`config.mk`:
```
export PLATFORM = sky130hd
export DESIGN_NAME = gyro_integrator
export DESIGN_NICKNAME = d
export VERILOG_FILES = /design/src/rtl/gyro_pkg.sv /design/src/rtl/angle_wrap_add.sv /design/src/rtl/gyro_integrator.sv
export SDC_FILE = /design/constraint.sdc
export NUM_CORES = 1
export LEC_CHECK = 0
export ABC_AREA = 1
export ABC_CLOCK_PERIOD_IN_PS = 9800
export BUFFER_PORTS_ARGS = -buffer_cell sky130_fd_sc_hd__buf_2
export CAP_MARGIN = 15
export CORE_AREA = 5 5 197 199
export DETAILED_ROUTE_END_ITERATION = 8
export DIE_AREA = 0 0 202 204
export REMOVE_ABC_BUFFERS = 1
export SYNTH_ARGS = -nofsm -noshare
export SYNTH_HDL_FRONTEND = slang
export SYNTH_HIERARCHICAL = 1
export SYNTH_SLANG_ARGS = --single-unit
```
`constraint.sdc`:
```
create_clock -name clk_100mhz -period 9.8 [get_ports clk_100mhz]
set_clock_uncertainty 0.2 [all_clocks]
set_input_delay 0.98 -clock clk_100mhz [delete_from_list [all_inputs] [get_ports clk_100mhz]]
set_output_delay 0.98 -clock clk_100mhz [all_outputs]
set_load 0.05 [all_outputs]
```
`src/rtl/gyro_pkg.sv`:
```
// Shared types and helpers for the multi-axis gyro integrator.
package gyro_pkg;

    typedef enum logic [1:0] {
        IDLE,
        UPDATE,
        CAL
    } gyro_state_t;

    function automatic int unsigned acc_w(input int unsigned angle_w,
                                          input int unsigned frac_bits);
        return angle_w + frac_bits;
    endfunction

endpackage

```
`src/rtl/angle_wrap_add.sv`:
```
// Combinational modular add: acc_next = (acc + d) mod MOD, for acc in [0, MOD) and |d| <= MOD.
module angle_wrap_add #(
    parameter int unsigned ACC_W = 17,
    parameter int unsigned D_W   = 17,
    parameter int unsigned MOD   = 92160
) (
    input  logic [ACC_W-1:0]        acc,
    input  logic signed [D_W-1:0]   d,
    output logic [ACC_W-1:0]        acc_next
);

    localparam int unsigned S_W = ACC_W + 2;
    localparam logic signed [S_W-1:0] MOD_S = S_W'(MOD);

    logic signed [S_W-1:0] s;
    logic signed [S_W-1:0] s_mod;

    always_comb begin
        s = $signed({2'b00, acc}) + S_W'(d);
        if (s >= MOD_S) begin
            s_mod = s - MOD_S;
        end else if (s < 0) begin
            s_mod = s + MOD_S;
        end else begin
            s_mod = s;
        end
        acc_next = s_mod[ACC_W-1:0];
    end

endmodule

```
`src/rtl/gyro_integrator.sv`:
```
// Integrates per-axis signed rate samples into wrapped angles on a fixed tick, with
// on-demand bias calibration and a synchronous zero command.
module gyro_integrator
    import gyro_pkg::*;
#(
    parameter int unsigned NUM_AXES    = 3,
    parameter int unsigned RATE_W      = 16,
    parameter int unsigned ANGLE_W     = 9,
    parameter int unsigned FRAC_BITS   = 8,
    parameter int unsigned FULL_SCALE  = 360,
    parameter int unsigned TICK_CYCLES = 100_000,
    parameter int unsigned CAL_LOG2    = 4
) (
    input  logic                          clk_100mhz,
    input  logic                          rst_n_in,
    input  logic [NUM_AXES*RATE_W-1:0]    rate_in,
    input  logic                          rate_valid_in,
    input  logic                          cal_start_in,
    input  logic                          zero_in,
    output logic [NUM_AXES*ANGLE_W-1:0]   angle_out,
    output logic                          angle_valid_out,
    output logic                          calibrating_out
);

    localparam int unsigned ACC_W  = acc_w(ANGLE_W, FRAC_BITS);
    localparam int unsigned M      = FULL_SCALE * (2 ** FRAC_BITS);
    localparam int unsigned TICK_W = (TICK_CYCLES > 1) ? $clog2(TICK_CYCLES) : 1;
    localparam int unsigned IDX_W  = (NUM_AXES > 1) ? $clog2(NUM_AXES) : 1;
    localparam int unsigned SUM_W  = RATE_W + CAL_LOG2;

    if ((longint'(1) << RATE_W) > longint'(M)) begin : g_bad_range
        $error("gyro_integrator: 2**RATE_W must not exceed FULL_SCALE*2**FRAC_BITS");
    end
    if (TICK_CYCLES <= NUM_AXES + 2) begin : g_bad_tick
        $error("gyro_integrator: TICK_CYCLES must exceed NUM_AXES+2");
    end
    if (CAL_LOG2 < 1) begin : g_bad_cal
        $error("gyro_integrator: CAL_LOG2 must be at least 1");
    end

    gyro_state_t                 state;
    logic [TICK_W-1:0]           tick_cnt;
    logic                        tick;
    logic [IDX_W-1:0]            idx;
    logic                        cal_pending;
    logic [CAL_LOG2-1:0]         cal_cnt;
    logic signed [RATE_W-1:0]    rate_hold [NUM_AXES];
    logic signed [RATE_W-1:0]    bias      [NUM_AXES];
    logic [ACC_W-1:0]            acc       [NUM_AXES];
    logic signed [SUM_W-1:0]     cal_sum   [NUM_AXES];
    logic signed [SUM_W-1:0]     cal_next  [NUM_AXES];
    logic signed [RATE_W-1:0]    cal_avg   [NUM_AXES];

    logic [ACC_W-1:0]            sel_acc;
    logic signed [RATE_W:0]      sel_d;
    logic [ACC_W-1:0]            acc_new;

    assign tick = (tick_cnt == TICK_W'(TICK_CYCLES - 1));

    // One shared wrap adder, time-multiplexed across axes by idx.
    always_comb begin
        sel_acc = acc[idx];
        sel_d   = {rate_hold[idx][RATE_W-1], rate_hold[idx]}
                - {bias[idx][RATE_W-1], bias[idx]};
    end

    angle_wrap_add #(
        .ACC_W (ACC_W),
        .D_W   (RATE_W + 1),
        .MOD   (M)
    ) u_wrap (
        .acc      (sel_acc),
        .d        (sel_d),
        .acc_next (acc_new)
    );

    always_comb begin
        for (int k = 0; k < NUM_AXES; k++) begin
            cal_next[k] = cal_sum[k] + SUM_W'($signed(rate_in[k*RATE_W +: RATE_W]));
            cal_avg[k]  = RATE_W'(cal_next[k] >>> CAL_LOG2);
        end
    end

    for (genvar k = 0; k < NUM_AXES; k++) begin : g_out
        assign angle_out[k*ANGLE_W +: ANGLE_W] = acc[k][ACC_W-1:FRAC_BITS];
    end

    always_ff @(posedge clk_100mhz or negedge rst_n_in) begin
        if (!rst_n_in) begin
            state           <= IDLE;
            tick_cnt        <= '0;
            idx             <= '0;
            cal_pending     <= 1'b0;
            cal_cnt         <= '0;
            angle_valid_out <= 1'b0;
            calibrating_out <= 1'b0;
            for (int k = 0; k < NUM_AXES; k++) begin
                rate_hold[k] <= '0;
                bias[k]      <= '0;
                acc[k]       <= '0;
                cal_sum[k]   <= '0;
            end
        end else begin
            tick_cnt        <= tick ? '0 : tick_cnt + 1'b1;
            angle_valid_out <= 1'b0;
            for (int k = 0; k < NUM_AXES; k++) begin
                if (rate_valid_in) begin
                    rate_hold[k] <= rate_in[k*RATE_W +: RATE_W];
                end
            end

            case (state)
                IDLE: begin
                    if (cal_start_in || cal_pending) begin
                        state           <= CAL;
                        calibrating_out <= 1'b1;
                        cal_pending     <= 1'b0;
                        cal_cnt         <= '0;
                        for (int k = 0; k < NUM_AXES; k++) begin
                            cal_sum[k] <= '0;
                        end
                    end else if (tick && !zero_in) begin
                        state <= UPDATE;
                        idx   <= '0;
                    end
                end
                UPDATE: begin
                    if (cal_start_in) begin
                        cal_pending <= 1'b1;
                    end
                    if (zero_in) begin
                        state <= IDLE;
                    end else begin
                        acc[idx] <= acc_new;
                        if (idx == IDX_W'(NUM_AXES - 1)) begin
                            state           <= IDLE;
                            angle_valid_out <= 1'b1;
                        end else begin
                            idx <= idx + 1'b1;
                        end
                    end
                end
                CAL: begin
                    if (rate_valid_in) begin
                        cal_cnt <= cal_cnt + 1'b1;
                        for (int k = 0; k < NUM_AXES; k++) begin
                            cal_sum[k] <= cal_next[k];
                        end
                        if (cal_cnt == {CAL_LOG2{1'b1}}) begin
                            state           <= IDLE;
                            calibrating_out <= 1'b0;
                            for (int k = 0; k < NUM_AXES; k++) begin
                                bias[k] <= cal_avg[k];
                                acc[k]  <= '0;
                            end
                        end
                    end
                end
                default: begin
                    state           <= IDLE;
                    calibrating_out <= 1'b0;
                end
            endcase

            // Zero overrides any accumulator write made above in the same cycle.
            if (zero_in) begin
                for (int k = 0; k < NUM_AXES; k++) begin
                    acc[k] <= '0;
                end
            end
        end
    end

endmodule

```
==> out/qor.yml, run 1 <==
finish:
  drive_above_1_share_pct: 7.91
  final_common_cell: "nand2_1"
  nNetsFinal: 2498
  final_cell_mix: "710 x nand2_1, 321 x inv_1, 235 x dfrtp_1"
  final_cell_area_um2: 17900
  antenna_cells: 0
  area_delta_synth_final_pct: 9.53
power_and_ir_drop:
  p_per_area_nw_per_um2: 371
  ir_worst_vdd_uv: 219
  internal-power_mw: 3.28
  cellLeakagePower_nw: 9.60
  swShare_pct: 50.7
  p_switching_mw: 3.37
  comb_power_share_pct: 64.1
  power.share.clock_pct: 17.1
  seq_power_share_pct: 18.8
die:
  start_util_pct: 44.2
  num_rows: 71
  fp.dieW_um: 202
  die-area_um2: 41200
  design.core.area_um2: 37000
  die_h_um: 204
  ios: 82
routing:
  wirelength_mm: 47.7
  vias: 14800
  drtAntennaViolNets: 0
  route.detailed.drc: 0
  first_pass_iters: 5
  wire_per_inst_um: 16.8
  viasPerCell: 5.23
  dr.first_iter.drc_count: 874
critical_path:
  r2r_setup_slack_ns: 3.66
  start_kind: "flop"
  worst_ep_required_time_ns: 10.06
  crit_path_end_kind: "flop"
  cpMostUsedCell: "nand2_1"
  worst_ep_arrival_time_ns: 6.40
  cp_max_fo: 33
  cpMaxStageDelayCell: "inv_1"
  critPathKind: "reg -> reg"
  cpPeakStageDelay_ns: 0.66
synthesis:
  ys_types: 47
  synth_edf_count: 0
  syn_avg_cell_area_um2: 7.09
  synthCells: 2310
  async_flop_share_pct: 100
  synth_seq_cells: 235
  seq_area_frac_synth_pct: 35.9
  synth-main-ff-cell: "dfrtp_1"
  synth_area_um2: 16400
  yosys_warnings: 6
sta:
  drv_slew: 0
  min_period_ns: 6.14
  slew_headroom_pct: 32.6
  whs_ns: 0.242
  period_share_pct: 62.7
  rsz0062_at_grt: "no"
  setup_viol: 0
  worst_pin_slew_ns: 1.01
  max_freq_mhz: 163
  hold_viol_final: 0
  fin_tns_setup_ns: 0
clock_network:
  htreeDepth: 1
  clk_pin_slew_ns: 0.06
  cts_buffers: 29
  clock_path_buffers: 3
  clk_latency_ns: 0.58
  ctsHoldBuffers: 0
  cts_tree: "done"
  cts_sinks: 235
  cts_resized: 0
  root_buffer: "clkbuf_16"
  cts_setup_buffers: 0
place:
  place_hpwl_mm: 35.8
  gp_congestion: 0.949
  place.port_buffers: 81
  placed_cell_area_um2: 16900
global_route:
  grtUsageTotal_pct: 23.2
  grt_pass1_wl_mm: 78.1
  grt_pass1_vias: 14900
  grt-ovfl-total: 0
  grt_max_degree: 108
  antenna_found_initial: 2
min_path:
  hp-class: "in -> async"
flow_run:
  maxCapViolCount: 0
status:
  status: "finished, final reports clean"
-- final timing paths --
check,from,end,depth (start not counted)
max in group asynchronous,rst_n_in,cal_sum[16]$_DFFE_PN0P_,2
max,idx[0]$_DFFE_PN0P_,angle_out[12]$_DFFE_PN0P_,28
max reg2reg,idx[0]$_DFFE_PN0P_,angle_out[12]$_DFFE_PN0P_,28
min in group clk_100mhz,tick_cnt[0]$_DFF_PN0_,tick_cnt[0]$_DFF_PN0_,1
min reg2reg,tick_cnt[0]$_DFF_PN0_,tick_cnt[0]$_DFF_PN0_,1
min,rst_n_in,tick_cnt[12]$_DFF_PN0_,1
-- Yosys cell counts, types with 2 or more instances --
library cell	count	area (um^2)
a21oi_1	113	566
o21bai_1	7	52.6
nand2_1	710	2670
nor2_4	2	22.5
o31ai_1	8	60.1
nand3_1	153	766
xnor2_1	17	149
inv_1	322	1210
a21oi_2	2	17.5
xor2_1	33	289
nor4_1	5	31.3
a22o_1	4	35.0
dfrtp_1	235	5880
fa_1	5	100
clkinv_1	4	15.0
nor3_1	24	120
nand2_2	13	81.3
nor2_1	127	477
buf_2	14	70.1
inv_2	5	18.8
buf_4	34	255
nor2_2	5	31.3
nand2_4	7	78.8
inv_4	2	12.5
o21a_1	2	15.0
and2_1	8	50.1
buf_6	5	56.3
a22oi_1	4	30.0
nand3b_1	37	278
o21ai_1	3	15.0
nand3_2	3	30.0
a21oi_4	4	65.1
or2_2	2	12.5
nand4_1	20	125
o21ai_0	163	816
o22ai_1	56	350
a21o_1	2	15.0
ha_1	98	1230
clkbuf_1	34	128
a2bb2oi_1	11	96.3
-- critical path: cells and delay by family (launching register included) --
| kind | cells | cell delay [ns] |
|---|---|---|
| compound gates | 6 | 1.46 |
| xor+xnor | 1 | 0.18 |
| fa+ha+maj | 3 | 0.85 |
| buf+inv | 3 | 0.77 |
| flops | 1 | 0.57 |
| simple gates | 15 | 1.99 |
-- logic make-up (layout without fill, tap and decap cells) --
group | Yosys count | count (layout) | share of synthesized area [%]
adder cells (fa/ha/maj) | 103 | 103 | 8.09
AO/OA/AOI/OAI | 383 | 383 | 13.2
AND/OR/NAND/NOR | 1118 | 1118 | 29.3
flip-flops | 235 | 235 | 35.9
buffers and inverters | 420 | 474 | 10.8
XOR/XNOR | 51 | 51 | 2.77
-- power groups by stage --
stage                     clock, mW  sequential (mW)  combinational (mW)
final                          1.14             1.25                4.27
after global routing           1.21             1.27                4.88
after CTS                      1.16             1.25                4.27
after detailed placement          0             1.26                4.25
after global placement            0             1.26                4.23
after floorplan                   0             1.32                3.22
-- sequential cells by signal (all words and copies together) (netlist names) --
signal           cells
tick_cnt            17
state                2
cal_pending          1
idx                  2
angle_out           27
cal_sum             60
rate_hold           48
calibrating_out      1
acc                 24
bias                48
angle_valid_out      1
cal_cnt              4
-- cell type report --
cell class | count | area [um^2]
Clock buffer | 38 | 810
Fill cell | 3714 | 19100
Timing Repair Buffer | 88 | 468
Sequential cell | 235 | 5880
Multi-Input combinational cell | 1655 | 8740
Clock inverter | 15 | 200
Inverter | 333 | 1250
Tap cell | 474 | 593
-- per-layer routing --
metal  GRT usage, %  share of wire (%)  up-vias  routed length [um]
met5              0              0.044        -                  21
li1               -                  -     7506                   -
met2           39.9                 47      316               22400
met4           6.01                2.4        4                1150
met1           31.0                 46     6944               22100
met3           2.92                4.2       78                2020
-- per-stage QoR --
step | instances | power [mW] | util (%) | setup slack [ns]
6_report | 2838 | 6.65 | 48.4 | 3.66
4_1_cts | 2838 | 6.68 | 48.4 | 3.68
5_1_grt | 2838 | 7.35 | 48.4 | 2.97
2_1_floorplan | 2223 | 4.54 | - | 4.05
3_3_place_gp | 2785 | 5.49 | 45.7 | 3.89
3_5_place_dp | 2785 | 5.52 | 45.7 | 3.71
Note: power is estimated with default switching activity, not from simulation.
==> run 2, diff against run 1 <==
--- a/config.mk
+++ b/config.mk
@@ -5,13 +5,13 @@
 export SDC_FILE = /design/constraint.sdc
 export NUM_CORES = 1
 export LEC_CHECK = 0
-export ABC_AREA = 1
-export ABC_CLOCK_PERIOD_IN_PS = 9800
+export ABC_AREA = 0
+export ABC_CLOCK_PERIOD_IN_PS = 6400
 export BUFFER_PORTS_ARGS = -buffer_cell sky130_fd_sc_hd__buf_2
 export CAP_MARGIN = 15
-export CORE_AREA = 5 5 197 199
+export CORE_AREA = 5 5 189 191
 export DETAILED_ROUTE_END_ITERATION = 8
-export DIE_AREA = 0 0 202 204
+export DIE_AREA = 0 0 194 196
 export REMOVE_ABC_BUFFERS = 1
 export SYNTH_ARGS = -nofsm -noshare
 export SYNTH_HDL_FRONTEND = slang
==> constraint.sdc (replaced) <==
create_clock -name clk_100mhz -period 6.4 [get_ports clk_100mhz]
set_clock_uncertainty 0.2 [all_clocks]
set_input_delay 0.64 -clock clk_100mhz [delete_from_list [all_inputs] [get_ports clk_100mhz]]
set_output_delay 0.64 -clock clk_100mhz [all_outputs]
set_load 0.05 [all_outputs]
==> run 2 against run 1 <==
Cell count decreased by 27%. Critical path depth fell by 3. Flip-flop and latch count unchanged. Largest cell class unchanged. Highest routed layer is now met4. Non-clock buffer count rose by 18. Clock-buffer cell count unchanged.
==> out/qor.yml, run 2 <==
die:
  die_h_um: 196  # -3.9%
  num_rows: 68  # -4.2%
  design.core.area_um2: 33900  # -8.4%
  die-area_um2: 38000  # -7.7%
  start_util_pct: 44.0  # -0.25 points
  fp.dieW_um: 194  # -4.0%
  ios: 82  # unchanged
synthesis:
  ys_top_cells_by_count: "235 x dfrtp_1, 182 x nand2_1, 105 x o21ai_0"
  syn_avg_cell_area_um2: 9.64  # +36%
  yosys_warnings: 6  # unchanged
  ys_types: 87  # +85%
  synth_edf_count: 0  # unchanged
  synth-main-ff-cell: "dfrtp_1"
  seq_area_frac_synth_pct: 39.4  # +3.5 points
  synth_seq_cells: 235  # unchanged
  async_flop_share_pct: 100  # unchanged
  synth_area_leaders: "dfrtp_1 39%, ha_1 8.2%, a22o_1 4.9%, nand2_1 4.6%, mux2_2 4.2%"
  synth_most_common_cell: "dfrtp_1"
  synth_largest_area_cell: "dfrtp_1"
  synthCells: 1549  # -33%
  synth_area_um2: 14900  # -8.9%
  synth.top_cell.area_share_pct: 39.4  # +3.5 points
routing:
  viasPerCell: 5.63  # +7.6%
  vias: 11600  # -22%
  wirelength_mm: 38.2  # -20%
  route.detailed.drc: 0  # unchanged
  first_pass_iters: 5  # unchanged
  wire_per_inst_um: 18.5  # +10%
  drtAntennaViolNets: 0  # unchanged
  dr.first_iter.drc_count: 789  # -9.7%
sta:
  period_share_pct: 93.5  # +31 points
  drv_slew: 0  # unchanged
  worst_pin_slew_ns: 0.974  # -0.0362 ns
  hold_viol_final: 0  # unchanged
  setup_viol: 0  # unchanged
  min_period_ns: 5.98  # -0.159 ns
  slew_headroom_pct: 35.1  # +2.5 points
  max_freq_mhz: 167  # +2.7%
  fin_tns_setup_ns: 0  # unchanged
min_path:
  min_from: "rate_in[13]"
  hp-class: "in -> reg"
  worstHoldEndpoint: "rate_hold[45]$_DFFE_PN0P_"
  hold_depth: 2
power_and_ir_drop:
  p_per_area_nw_per_um2: 397  # +7.0%
  cellLeakagePower_nw: 7.90  # -18%
  p_switching_mw: 2.55  # -25%
  internal-power_mw: 4.06  # +24%
  ir_worst_vdd_uv: 263  # +20%
  swShare_pct: 38.5  # -12 points
  power.share.clock_pct: 25.0  # +7.9 points
  comb_power_share_pct: 45.2  # -19 points
  seq_power_share_pct: 29.8  # +11 points
finish:
  nNetsFinal: 1744  # -30%
  regMostFlops: "cal_sum"
  final_cell_mix: "233 x dfrtp_1, 181 x nand2_1, 105 x o21ai_0"
  reg_top3: "cal_sum (60), bias (48), rate_hold (48)"
  num-fill-cells: 3158  # -15%
  largest_reg_flops: 60  # unchanged
  final_cell_area_um2: 16700  # -7.2%
  final_util_pct: 49.1  # +0.64 points
  final_common_cell: "dfrtp_1"
  antenna_cells: 0  # unchanged
  drive_above_1_share_pct: 15.9  # +8.0 points
  fin_cells: 2063  # -27%
  area_delta_synth_final_pct: 11.6
place:
  place_hpwl_mm: 26.7  # -25%
  place_inst: 2011  # -28%
  placed_cell_area_um2: 15600  # -7.7%
  gp_congestion: 0.883  # -6.9%
  place.port_buffers: 81  # unchanged
clock_network:
  cts_sinks: 235  # unchanged
  cts_tree: "done"
  clk_latency_ns: 0.54  # -0.04 ns
  clk_pin_slew_ns: 0.06  # about the same
  cts_buffers: 27  # -6.9%
  clock_path_buffers: 3  # unchanged
  root_buffer: "clkbuf_16"
  htreeDepth: 1  # unchanged
global_route:
  grt_pass1_wl_mm: 61.7  # -21%
  grt_pass1_vias: 11500  # -23%
  grt-ovfl-total: 0  # unchanged
  antenna_found_initial: 0  # -2
  grt_max_degree: 127  # +18%
  grtUsageTotal_pct: 19.5  # -3.7 points
critical_path:
  r2r_setup_slack_ns: 0.42  # -3.24 ns
  cp_max_fo: 12  # -64%
  worst_ep_arrival_time_ns: 6.26  # -0.14 ns
  critPathKind: "reg -> reg"
  worstReg2RegStart: "idx[1]$_DFFE_PN0P_"
  reg2reg_depth: 25  # -11%
  reg2reg_to: "angle_out[25]$_DFFE_PN0P_"
  worst_ep_required_time_ns: 6.68  # -3.38 ns
  crit_path_end_kind: "flop"
  start_kind: "flop"
status:
  status: "finished, final reports clean"
flow_run:
  maxCapViolCount: 0  # unchanged
[run 2: cell count changes in the layout (fill, tap and decap cells not counted), moves of 16 or more]
cell / previous run / this run
a21o_1: 2 / 32
nor2b_1: 0 / 16
o22ai_1: 56 / 3
a22o_1: 4 / 84
nand2_1: 710 / 181
a21oi_1: 113 / 91
inv_1: 321 / 39
xnor2_1: 17 / 66
mux2i_1: 0 / 52
o21ai_0: 163 / 105
nand3_1: 153 / 30
nor2_1: 127 / 93
mux2_2: 0 / 56
nand3b_1: 37 / 3
[run 2: layout make-up]
class	count	area, um^2	area share [%]
timing repair buffer	106	629	3.78
tap	455	569	3.42
inverter	41	154	0.924
clock inverter	11	159	0.954
multi-input combinational	1177	8470	50.8
sequential	235	5890	35.3
clock buffer	38	797	4.78
[run 2: what timing repair did]
item / CTS / global route
hold buffers: 1 / 0
endpoints found under the hold margin: 5 / 0
gates resized for setup: 0 / 10
setup buffers: 0 / 2
endpoints found under the setup margin: 0 / 18
[run 2: critical path, cell delays in order, from the launching register on]
cell and delay, ns:
dfrtp_4 0.54, buf_6 0.23, mux2i_1 0.30, nor2_1 0.07, a21oi_1 0.16, ha_1 0.30, o21a_1 0.21, o21a_1 0.17
o21ai_0 0.21, a31oi_2 0.10, nand2_1 0.10, nand2_1 0.06, xor2_1 0.14, ha_1 0.41, a21oi_4 0.26, mux2_2 0.36
a41oi_1 0.16, and2_1 0.24, inv_2 0.08, ha_1 0.23, nand4b_1 0.28, a221oi_2 0.36, or2_4 0.20, o21ai_1 0.10
a31oi_2 0.27, a22o_1 0.19
[run 2: worst max-delay path by stage]
| stage | start | end | slack, ns |
|---|---|---|---|
| final | idx[1]$_DFFE_PN0P_ | angle_out[25]$_DFFE_PN0P_ | 0.42 |
| after global routing | idx[1]$_DFFE_PN0P_ | angle_out[25]$_DFFE_PN0P_ | -0.007 |
| after CTS | idx[0]$_DFFE_PN0P_ | angle_out[25]$_DFFE_PN0P_ | 0.19 |
| after detailed placement | idx[0]$_DFFE_PN0P_ | angle_out[25]$_DFFE_PN0P_ | 0.25 |
| after global placement | idx[0]$_DFFE_PN0P_ | angle_out[25]$_DFFE_PN0P_ | 0.41 |
| after floorplan | idx[1]$_DFFE_PN0P_ | angle_out[15]$_DFFE_PN0P_ | -1.42 |
[run 2: metrics by stage]
stage / setup WS, ns / power [mW] / hold WS, ns
after floorplan: -1.42 / 4.24 / 0.144
after global placement: 0.405 / 4.88 / 0.253
after detailed placement: 0.250 / 4.94 / 0.260
after CTS: 0.190 / 6.63 / 0.126
after global routing: -0.00696 / 7.10 / 0.136
final: 0.416 / 6.61 / 0.149
[run 2: power groups by stage]
stage / Combinational (mW) / Sequential (mW) / Clock [mW]
2_1_floorplan: 2.29 / 1.96 / 0
3_5_place_dp: 2.95 / 1.99 / 0
3_3_place_gp: 2.90 / 1.99 / 0
4_1_cts: 2.96 / 1.97 / 1.69
5_1_grt: 3.34 / 2.01 / 1.75
6_report: 2.99 / 1.97 / 1.65
[run 2: kinds of logic after synthesis]
| family | share of synthesized area [%] |
|---|---|
| AND/OR/NAND/NOR | 13.5 |
| flip-flops | 39.4 |
| buffers and inverters | 4.25 |
| adder cells (fa/ha/maj) | 8.88 |
| AO/OA/AOI/OAI | 20.8 |
| XOR/XNOR | 5.39 |
| multiplexers | 7.81 |
[run 2: per-layer routing]
| metal | track usage (%) | routed length [um] | up-vias |
|---|---|---|---|
| met3 | 2.44 | 1620 | 56 |
| met2 | 32.4 | 17700 | 250 |
| met5 | 0 | 0 | - |
| li1 | - | - | 5652 |
| met4 | 4.30 | 777 | 0 |
| met1 | 27.5 | 18000 | 5660 |
==> run 3, diff against run 2 <==
--- a/config.mk
+++ b/config.mk
@@ -9,9 +9,10 @@
 export ABC_CLOCK_PERIOD_IN_PS = 6400
 export BUFFER_PORTS_ARGS = -buffer_cell sky130_fd_sc_hd__buf_2
 export CAP_MARGIN = 15
-export CORE_AREA = 5 5 189 191
+export CORE_AREA = 5 5 171 173
 export DETAILED_ROUTE_END_ITERATION = 8
-export DIE_AREA = 0 0 194 196
+export DIE_AREA = 0 0 176 178
+export PLACE_DENSITY = 0.72
 export REMOVE_ABC_BUFFERS = 1
 export SYNTH_ARGS = -nofsm -noshare
 export SYNTH_HDL_FRONTEND = slang
==> constraint.sdc (replaced) <==
create_clock -name clk_100mhz -period 6.4 [get_ports clk_100mhz]
set_clock_uncertainty 0.2 [all_clocks]
set_input_delay 0.64 -clock clk_100mhz [delete_from_list [all_inputs] [get_ports clk_100mhz]]
set_output_delay 0.64 -clock clk_100mhz [all_outputs]
set_load 0.1 [all_outputs]
==> run 3 against run 2 <==
Non-clock buffer count rose by 2. Clock-buffer cell count fell by 4. Largest cell class unchanged. Wire length fell by 5.0%. Clock power barely moved. Power rose by 0.33%. Die area fell by 18%. Largest power group unchanged.
==> out/qor.yml, run 3 (synthesized netlist as in run 2, its figures left out) <==
status:
  status: "finished, final reports clean"
power_and_ir_drop:
  p_per_area_nw_per_um2: 401  # +1.1%
  internal-power_mw: 4.07  # about the same
  swShare_pct: 38.7  # +0.16 points
  cellLeakagePower_nw: 7.91  # about the same
  ir_worst_vdd_uv: 288  # +9.4%
  p_switching_mw: 2.56  # +0.74%
  power.share.clock_pct: 25.1  # about the same
  fin_total_pwr_mw: 6.63  # +0.33%
  seq_power_share_pct: 29.8  # about the same
  comb_power_share_pct: 45.1  # about the same
clock_network:
  cts_buffers: 27  # unchanged
  root_buffer: "clkbuf_16"
  clock_path_buffers: 3  # unchanged
  clk_pin_slew_ns: 0.06  # about the same
  cts_sinks: 235  # unchanged
  htreeDepth: 1  # unchanged
  clk_latency_ns: 0.55  # about the same
  cts_tree: "done"
finish:
  antenna_cells: 0  # unchanged
  final_cell_mix: "233 x dfrtp_1, 181 x nand2_1, 105 x o21ai_0"
  reg_top3: "cal_sum (60), bias (48), rate_hold (48)"
  nNetsFinal: 1747  # +0.17%
  drive_above_1_share_pct: 16.0  # +0.032 points
  regMostFlops: "cal_sum"
  largest_reg_flops: 60  # unchanged
  area_delta_synth_final_pct: 10.8
  final_common_cell: "dfrtp_1"
  num-fill-cells: 2321  # -27%
  fin_cells: 1957  # -5.1%
critical_path:
  reg2reg_depth: 26  # +4.0%
  worst_ep_arrival_time_ns: 6.25  # about the same
  cpMaxStageDelayCell: "dfrtp_4"
  worst_ep_required_time_ns: 6.68  # about the same
  cpPeakStageDelay_ns: 0.56  # +0.02 ns
  crit_path_end_kind: "flop"
  cp_max_fo: 8  # -4
  crit_cells: 26  # +4.0%
  start_kind: "flop"
  cp_num_buf_inv: 3  # +1
  critPathTopFamily: "compound AO/OA/AOI/OAI gates"
  critPathKind: "reg -> reg"
place:
  place_hpwl_mm: 25.3  # -5.4%
  gp_congestion: 0.908  # +2.8%
  place_inst: 1900  # -5.5%
  place.port_buffers: 81  # unchanged
global_route:
  grt_max_degree: 123  # -3.1%
  grt_pass1_vias: 11800  # +2.7%
  grtUsageTotal_pct: 23.1  # +3.6 points
  grt-ovfl-total: 0  # unchanged
  grt_pass1_wl_mm: 59.6  # -3.4%
  antenna_found_initial: 0  # unchanged
routing:
  wire_per_inst_um: 18.5  # +0.11%
  first_pass_iters: 5  # unchanged
  drtAntennaViolNets: 0  # unchanged
  dr.first_iter.drc_count: 675  # -14%
  wirelength_mm: 36.2  # -5.0%
  vias: 11800  # +1.4%
  viasPerCell: 6.02  # +6.9%
  route.detailed.drc: 0  # unchanged
sta:
  setup_viol: 0  # unchanged
  drv_slew: 0  # unchanged
  hold_viol_final: 0  # unchanged
  max_freq_mhz: 168  # +0.27%
  worst_pin_slew_ns: 0.879  # -0.0950 ns
  period_share_pct: 93.3  # -0.25 points
  min_period_ns: 5.97  # -0.0159 ns
  rsz0062_at_grt: "no"
  slew_headroom_pct: 41.4  # +6.3 points
die:
  start_util_pct: 54.3  # +10 points
  num_rows: 61  # -10%
  die-area_um2: 31300  # -18%
  die_h_um: 178  # -9.2%
  fp.dieW_um: 176  # -9.3%
  ios: 82  # unchanged
  design.core.area_um2: 27500  # -19%
flow_run:
  maxCapViolCount: 0  # unchanged
min_path:
  hp-class: "in -> reg"
  hold_depth: 2  # unchanged
run 3: cell count changes in the layout (fill, tap and decap cells not counted), sizes merged:
cell and delta:
inv +1, buf +1, bufinv +1, clkbuf -3, clkinvlp +1, nor2 +1, clkinv +1
run 3: layer usage:
layer / global-route usage [%] / wire [um] / vias up
li1: - / - / 5669
met1: 32.2 / 16800 / 5724
met2: 38.0 / 16600 / 320
met3: 2.90 / 1740 / 72
met4: 7.21 / 1090 / 0
met5: 0 / 0 / -
run 3: final timing paths:
kind	from	to	slack (ns)
max	idx[1]$_DFFE_PN0P_	angle_out[25]$_DFFE_PN0P_	0.43
min	rate_in[0]	rate_hold[32]$_DFFE_PN0P_	0.14
max reg2reg	idx[1]$_DFFE_PN0P_	angle_out[25]$_DFFE_PN0P_	0.43
min reg2reg	tick_cnt[4]$_DFF_PN0_	tick_cnt[4]$_DFF_PN0_	0.26
max in group asynchronous	rst_n_in	cal_sum[29]$_DFFE_PN0P_	4.27
min in group asynchronous	rst_n_in	tick_cnt[8]$_DFF_PN0_	0.54
run 3: timing repair:
action | CTS | global route
endpoints found under the setup margin | 0 | 18
resized for setup | 0 | 7
endpoints found under the hold margin | 22 | 0
hold buffers | 1 | 0
setup buffers | 0 | 6
run 3: stage by stage:
| stage | util, % | worst slack (ns) | setup TNS, ns | area (um^2) | hold slack (ns) |
|---|---|---|---|---|---|
| 2_1_floorplan | - | -1.42 | -24.94 | 14500 | 0.144 |
| 3_3_place_gp | 56.4 | 0.471 | 0 | 15500 | 0.252 |
| 3_5_place_dp | 56.4 | 0.254 | 0 | 15500 | 0.256 |
| 4_1_cts | 59.9 | 0.228 | 0 | 16500 | 0.122 |
| 5_1_grt | 60.2 | 0.0222 | 0 | 16500 | 0.132 |
| 6_report | 60.2 | 0.432 | 0 | 16500 | 0.139 |
run 3: layout make-up:
cell class,instances,area [um^2],share of cell area (%)
timing repair buffer,108,644,3.90
tap,346,433,2.62
clock inverter,15,225,1.36
inverter,41,154,0.931
clock buffer,34,742,4.49
sequential,235,5890,35.6
multi-input combinational,1178,8450,51.1
run 3: worst reg2reg max path, cell delays in order, from the launching register on:
cell and delay [ns]:
dfrtp_4 0.56, clkbuf_4 0.22, buf_4 0.15, mux2i_1 0.21
o21ai_0 0.12, ha_1 0.37, o21a_1 0.15, o21a_1 0.13
o21ai_0 0.07, a31oi_1 0.32, nor2_1 0.07, nor2_1 0.09
nor2_1 0.05, xnor2_1 0.12, ha_1 0.41, nand3_1 0.21
a211oi_1 0.29, a211o_1 0.18, xor2_2 0.24, inv_1 0.14
ha_1 0.23, nand4b_1 0.27, a221oi_2 0.37, or2_2 0.21
o21ai_1 0.09, a31oi_2 0.24, a22o_1 0.18
run 3: power groups by stage:
| stage | registers [mW] | logic (mW) | clock network, mW |
|---|---|---|---|
| after floorplan | 1.97 | 2.29 | 0 |
| after global placement | 1.99 | 2.85 | 0 |
| final | 1.98 | 2.99 | 1.67 |
| after CTS | 1.97 | 2.95 | 1.71 |
| after global routing | 2.01 | 3.32 | 1.76 |
| after detailed placement | 2.00 | 2.93 | 0 |
